--- config.mk ---
export PLATFORM = sky130hd
export DESIGN_NAME = multicycle_ctrl
export DESIGN_NICKNAME = d
export VERILOG_FILES = /design/src/rtl/cpu_pkg.sv /design/src/rtl/ula_decoder.sv /design/src/rtl/multicycle_ctrl.sv
export SDC_FILE = /design/constraint.sdc
export NUM_CORES = 1
export LEC_CHECK = 0
export ABC_AREA = 1
export CORE_UTILIZATION = 25
export CTS_BUF_LIST = sky130_fd_sc_hd__clkbuf_8 sky130_fd_sc_hd__clkbuf_16
export CTS_CLUSTER_SIZE = 24
export DETAILED_ROUTE_END_ITERATION = 8
export HOLD_SLACK_MARGIN = 0.1
export PLACE_DENSITY = 0.49
export SKIP_CTS_REPAIR_TIMING = 1
export SLEW_MARGIN = 20
export SYNTH_ARGS = -nofsm -noshare
export SYNTH_HDL_FRONTEND = slang
export SYNTH_SLANG_ARGS = --single-unit
--- constraint.sdc ---
create_clock -name clk -period 1.36 [get_ports clk]
set_input_delay 0.272 -clock clk [delete_from_list [all_inputs] [get_ports clk]]
set_output_delay 0.272 -clock clk [all_outputs]
set_load 0.1 [all_outputs]
--- src/rtl/cpu_pkg.sv ---
// Shared definitions for the 8-bit CPU control path: sequencer states, opcode/funct
// field values and ULA operation codes.
package cpu_pkg;

  typedef enum logic [3:0] {
    IDLE     = 4'd0,
    FETCH    = 4'd1,
    DECODE   = 4'd2,
    EXEC_R   = 4'd3,
    EXEC_I   = 4'd4,
    MEM_ADDR = 4'd5,
    MEM_RD   = 4'd6,
    MEM_WR   = 4'd7,
    WB_R     = 4'd8,
    WB_I     = 4'd9,
    WB_MEM   = 4'd10,
    BRANCH   = 4'd11,
    JUMP     = 4'd12,
    DONE     = 4'd13,
    TRAP     = 4'd14
  } state_t;

  localparam logic [5:0] OP_RTYPE = 6'b000000;
  localparam logic [5:0] OP_ADDI  = 6'b001000;
  localparam logic [5:0] OP_LW    = 6'b100011;
  localparam logic [5:0] OP_SW    = 6'b101011;
  localparam logic [5:0] OP_BEQ   = 6'b000100;
  localparam logic [5:0] OP_J     = 6'b000010;

  localparam logic [5:0] FUNCT_ADD = 6'b100000;
  localparam logic [5:0] FUNCT_SUB = 6'b100010;
  localparam logic [5:0] FUNCT_AND = 6'b100100;
  localparam logic [5:0] FUNCT_OR  = 6'b100101;
  localparam logic [5:0] FUNCT_SLT = 6'b101010;

  localparam logic [2:0] ULA_ADD = 3'b010;
  localparam logic [2:0] ULA_SUB = 3'b110;
  localparam logic [2:0] ULA_AND = 3'b000;
  localparam logic [2:0] ULA_OR  = 3'b001;
  localparam logic [2:0] ULA_SLT = 3'b111;

endpackage

--- src/rtl/ula_decoder.sv ---
// Combinational R-type funct decoder; valid=0 flags an unsupported funct so the
// caller can trap. Shared with the single-cycle control unit.
module ula_decoder
  import cpu_pkg::*;
(
  input  logic [5:0] funct,
  output logic [2:0] ula_control,
  output logic       valid
);

  always_comb begin
    ula_control = ULA_ADD;
    valid       = 1'b1;
    case (funct)
      FUNCT_ADD: ula_control = ULA_ADD;
      FUNCT_SUB: ula_control = ULA_SUB;
      FUNCT_AND: ula_control = ULA_AND;
      FUNCT_OR:  ula_control = ULA_OR;
      FUNCT_SLT: ula_control = ULA_SLT;
      default:   valid       = 1'b0;
    endcase
  end

endmodule

--- src/rtl/multicycle_ctrl.sv ---
// Multicycle sequencer: steps the datapath one enable per cycle, with run/single-step
// control, a mem req/ack handshake guarded by a timeout trap, and debug exports.
module multicycle_ctrl
  import cpu_pkg::*;
#(
  parameter int MEM_TIMEOUT = 8,
  parameter int CNT_W       = 8
) (
  input  logic             clk,
  input  logic             rst,
  input  logic [5:0]       op,
  input  logic [5:0]       funct,
  input  logic             zero,
  input  logic             run,
  input  logic             step,
  input  logic             mem_ack,
  output logic             ir_we,
  output logic             pc_we,
  output logic [1:0]       pc_src,
  output logic             reg_we,
  output logic             reg_dst,
  output logic             ula_src,
  output logic [2:0]       ula_control,
  output logic             mem_req,
  output logic             mem_we,
  output logic             mem_to_reg,
  output logic [3:0]       state_dbg,
  output logic             halted,
  output logic [CNT_W-1:0] instr_count
);

  localparam logic [7:0] WAIT_LAST = 8'(MEM_TIMEOUT - 1);

  state_t           state_reg, state_next;
  logic [5:0]       op_reg, funct_reg;
  logic             step_reg;
  logic [7:0]       wait_reg;
  logic [CNT_W-1:0] count_reg;
  logic             step_rise;
  logic             in_mem;
  logic [2:0]       dec_control;
  logic             dec_valid;

  assign step_rise = step & ~step_reg;
  assign in_mem    = (state_reg == MEM_RD) || (state_reg == MEM_WR);

  ula_decoder u_ula_decoder (
    .funct       (funct_reg),
    .ula_control (dec_control),
    .valid       (dec_valid)
  );

  always_comb begin
    state_next = state_reg;
    case (state_reg)
      IDLE:     if (run || step_rise) state_next = FETCH;
      FETCH:    state_next = DECODE;
      DECODE: begin
        case (op)
          OP_RTYPE:     state_next = EXEC_R;
          OP_ADDI:      state_next = EXEC_I;
          OP_LW, OP_SW: state_next = MEM_ADDR;
          OP_BEQ:       state_next = BRANCH;
          OP_J:         state_next = JUMP;
          default:      state_next = TRAP;
        endcase
      end
      EXEC_R:   state_next = dec_valid ? WB_R : TRAP;
      EXEC_I:   state_next = WB_I;
      MEM_ADDR: state_next = (op_reg == OP_LW) ? MEM_RD : MEM_WR;
      // An ack in the last permitted cycle still completes the access.
      MEM_RD: begin
        if (mem_ack)                    state_next = WB_MEM;
        else if (wait_reg == WAIT_LAST) state_next = TRAP;
      end
      MEM_WR: begin
        if (mem_ack)                    state_next = DONE;
        else if (wait_reg == WAIT_LAST) state_next = TRAP;
      end
      WB_R, WB_I, WB_MEM, BRANCH, JUMP, DONE:
                state_next = run ? FETCH : IDLE;
      TRAP:     state_next = TRAP;
      default:  state_next = IDLE;
    endcase
  end

  always_ff @(posedge clk or posedge rst) begin
    if (rst) begin
      state_reg <= IDLE;
      op_reg    <= '0;
      funct_reg <= '0;
      step_reg  <= 1'b0;
      wait_reg  <= '0;
      count_reg <= '0;
    end else begin
      state_reg <= state_next;
      step_reg  <= step;
      if (state_reg == DECODE) begin
        op_reg    <= op;
        funct_reg <= funct;
      end
      wait_reg <= (in_mem && state_next == state_reg) ? wait_reg + 8'd1 : 8'd0;
      if (pc_we) count_reg <= count_reg + CNT_W'(1);
    end
  end

  // Moore decode; pc_src in BRANCH follows zero, which the ULA produces that same cycle.
  always_comb begin
    ir_we       = 1'b0;
    pc_we       = 1'b0;
    pc_src      = 2'b00;
    reg_we      = 1'b0;
    reg_dst     = 1'b0;
    ula_src     = 1'b0;
    ula_control = ULA_ADD;
    mem_req     = 1'b0;
    mem_we      = 1'b0;
    mem_to_reg  = 1'b0;
    halted      = 1'b0;
    case (state_reg)
      FETCH:  ir_we = 1'b1;
      EXEC_R: begin
        ula_src     = 1'b1;
        ula_control = dec_control;
      end
      // The ULA result feeds wd3 directly, so its operands stay selected through WB_R.
      WB_R: begin
        ula_src     = 1'b1;
        ula_control = dec_control;
        reg_we      = 1'b1;
        pc_we       = 1'b1;
      end
      WB_I: begin
        reg_we  = 1'b1;
        reg_dst = 1'b1;
        pc_we   = 1'b1;
      end
      MEM_RD: mem_req = 1'b1;
      MEM_WR: begin
        mem_req = 1'b1;
        mem_we  = 1'b1;
      end
      WB_MEM: begin
        reg_we     = 1'b1;
        reg_dst    = 1'b1;
        mem_to_reg = 1'b1;
        pc_we      = 1'b1;
      end
      BRANCH: begin
        ula_src     = 1'b1;
        ula_control = ULA_SUB;
        pc_src      = zero ? 2'b01 : 2'b00;
        pc_we       = 1'b1;
      end
      JUMP: begin
        pc_src = 2'b10;
        pc_we  = 1'b1;
      end
      DONE:   pc_we  = 1'b1;
      TRAP:   halted = 1'b1;
      default: ;
    endcase
  end

  assign state_dbg   = state_reg;
  assign instr_count = count_reg;

endmodule

==> results.md <==
- Die area: between 7000 and 8000 sq um
- FF-to-FF Start: state_dbg[3]$_DFF_PP0_
- Fmax: ~550 MHz
- Worst Max-Slew Pin Slew: 0.287 ns
- Placeable Area: 6790 sq um
- Vias in the first global route: about 1700
- Final Cell Area: 3430 sq um
- Flops & latches, synth: 33
- # clock sinks: 33
- R2R Setup Slk: -0.36 ns
- Detailed placer's ending HPWL: ~3500 um
- Clk slew on worst S/H paths: 0.07 ns
- CP Class: register to output pin
- Die Span X: 86.0 um
- Worst Path Max Fanout: 4
- RSZ-0062 raised after global routing: yes
- Initial antenna violation count: 0
- DR pass1 iterations: 4
- Cells after synthesis: 216
- Worst hold path type: input pin to asynchronous set/reset pin
- Share of cells above drive strength 1: 47.7%
- Nets: between 300 and 400
- Final Critical Period: 1.82 ns
- Std cell rows: 30
- DRT iter0 DRCs: 42
- Relative slew slack: 80.8%
- Vias post-DR: 1734
- Vias per cell: around 4.1
- Post-DP Area: 3130 sq um
- CP Launch Type: register
- Maximum VDD drop: 1.08 mV
- Clk_skew: a little over 0.004 ns
- Total grt overflow: 0
- Failing checks: negative setup slack
- Syn nets: 236
- Sequential area share after synthesis: between 40% and 50%
- Starting Density: 26.0%
- FF-to-FF End: wait_reg[1]$_DFF_PP0_
- Worst Slack Setup Final: -0.458 ns
- Slowest stage delay, CP: 0.49 ns
- Post-synthesis cell area: between 1500 and 2000 sq um
- Maximum clock path buffer count: 2
- Routed WL per cell: 10.7 um
- Clk_lat worst skew: 0.28 ns
- EDFF count, synth: 0
- Distinct cells, synth: 29
- TritonCTS clock tree: yes
- TritonCTS Buffers: 5
- Pins over their slew limit: 0
- Hold Vio Cnt, Final: 0
- Root buf cell: clkbuf_8
- # H-tree levels: 2
- Final Instance Count excl. Fillers: 421
- Tcrit/Tclk final: 134%
- Diode count: 0
- Chip height: around 86 um
- Avg Inst Size Synth: between 8 and 9 sq um
- Post-Route WL: 4500 um
- Power per cell area: 2350 nW/um^2
- GPL Wtd Cong: 0.790
- Number of max-cap violations: 0
- Synth Warn #: 0
- Asr flop ratio synth: 100%
- Worst Path Arrival: 1.55 ns
- ANT nets after route: 0
- Ordered list of cells on the worst path: inv_4 > nor2_4 > a31oi_4 > or2_4 > buf_12
- CP bufs+invs: 2
- R2R cell count: 11
- Main synth FF type: dfrtp_1
- First-pass GRT wire length: approximately 7800 um
- IO Pins: 44
- Slowest cell on crit path: dfrtp_4
- Largest net degree at the start of global routing: 34
- P_leak: between 1.5 and 2 nW
- Area grow syn2layout: 94.5%
- DR DRC count: 0
- Status: finished with violations
- Worst path top cell family by delay: flip-flops
- Crit end category: output pin
- CP Data Required Time: around 1.1 ns
- # setup viols final: 47
- Placed Cells: 405
- Total GRT Usage: 13.3%
- Input/output buffers: between 40 and 50
[power by group]
part	switching (mW)	total (mW)	internal (mW)	leakage, nW
Sequential	0.315	1.66	1.35	0.418
Clock	0.347	0.691	0.344	0.0505
Combinational	3.40	5.73	2.32	1.07
[through the flow]
stage	hold slack [ns]	total power, mW	setup TNS [ns]	setup slack [ns]	utilization, %
2_1_floorplan	0.303	4.68	-18.70	-0.711	-
3_3_place_gp	0.461	6.83	-6.55	-0.380	46.0
3_5_place_dp	0.465	6.87	-7.17	-0.413	46.0
4_1_cts	0.329	7.58	-10.39	-0.655	47.2
5_1_grt	0.340	8.52	-13.07	-0.510	50.6
6_report	0.326	8.08	-9.92	-0.458	50.6
[cell type report]
type	instances	area, sq um
repair buffers	102	1210
fillers	635	3360
flip-flops and latches	33	841
clock inverters	3	12.5
well taps	96	120
clock buffers	5	68.8
multi-input cells	154	1070
inverters	28	110
[cell usage in the layout (no fill, tap or decap), types with 4 or more instances in the layout]
cell / synthesis / final
nor2_2: 10 / 9
buf_4: 0 / 44
nand3_1: 11 / 10
clkbuf_8: 0 / 5
inv_2: 7 / 7
nor2_1: 29 / 16
nand2_1: 46 / 38
xor2_1: 11 / 11
o21ai_1: 12 / 11
nand2_4: 1 / 7
nand4_1: 5 / 5
clkdlybuf4s50_1: 0 / 17
dfrtp_4: 0 / 4
buf_6: 0 / 13
inv_1: 21 / 21
dfrtp_1: 33 / 29
nor2_4: 1 / 15
nand2_2: 4 / 6
buf_12: 0 / 28
[cells by family after synthesis]
kind of cell | share of synthesized area, %
AO/OA/AOI/OAI | 7.73
buffers and inverters | 6.24
XOR/XNOR | 6.45
AND/OR/NAND/NOR | 30.8
multiplexers | 0.638
flip-flops | 46.8
adder cells (fa/ha/maj) | 1.42
[metal layers]
layer	up-vias	part of all wire (%)	GRT usage [%]
met2	32	48	21.7
met3	4	4.5	3.46
met5	-	0	0
met4	0	0.87	3.18
li1	904	-	-
met1	794	47	17.6
[how the worst max path moves through the flow]
stage,from,depth (start not counted),end
after detailed placement,op[5],9,wait_reg[7]$_DFF_PP0_
final,state_dbg[3]$_DFF_PP0_,5,ula_control[1]
after floorplan,state_dbg[3]$_DFF_PP0_,7,wait_reg[0]$_DFF_PP0_
after global placement,op[1],9,wait_reg[7]$_DFF_PP0_
after global routing,state_dbg[3]$_DFF_PP0_,6,ula_src
after CTS,state_dbg[2]$_DFF_PP0_,5,pc_src[0]
[cell usage after synthesis, drive strengths merged, types with 2 or more instances]
cell type / count / share of area (%)
a21oi: 5 / 1.8
nand2: 51 / 12
dfrtp: 33 / 47
ha: 2 / 1.4
nor2: 40 / 10
nand3: 13 / 4.7
xor2: 11 / 5.5
nand4: 5 / 1.8
xnor2: 2 / 0.99
nand3b: 2 / 0.85
o21ai: 16 / 4.5
inv: 28 / 6.0
[worst register-to-register path, stage by stage (launching register included)]
cell	delay, ns
dfrtp_4	0.49
inv_4	0.09
buf_6	0.12
nand2_4	0.05
buf_6	0.11
nor2_4	0.18
buf_6	0.13
a21oi_2	0.05
nand2_2	0.09
nand2_2	0.07
nand3_4	0.17
nor2_2	0.06
Power figures use the tool's default switching activity.
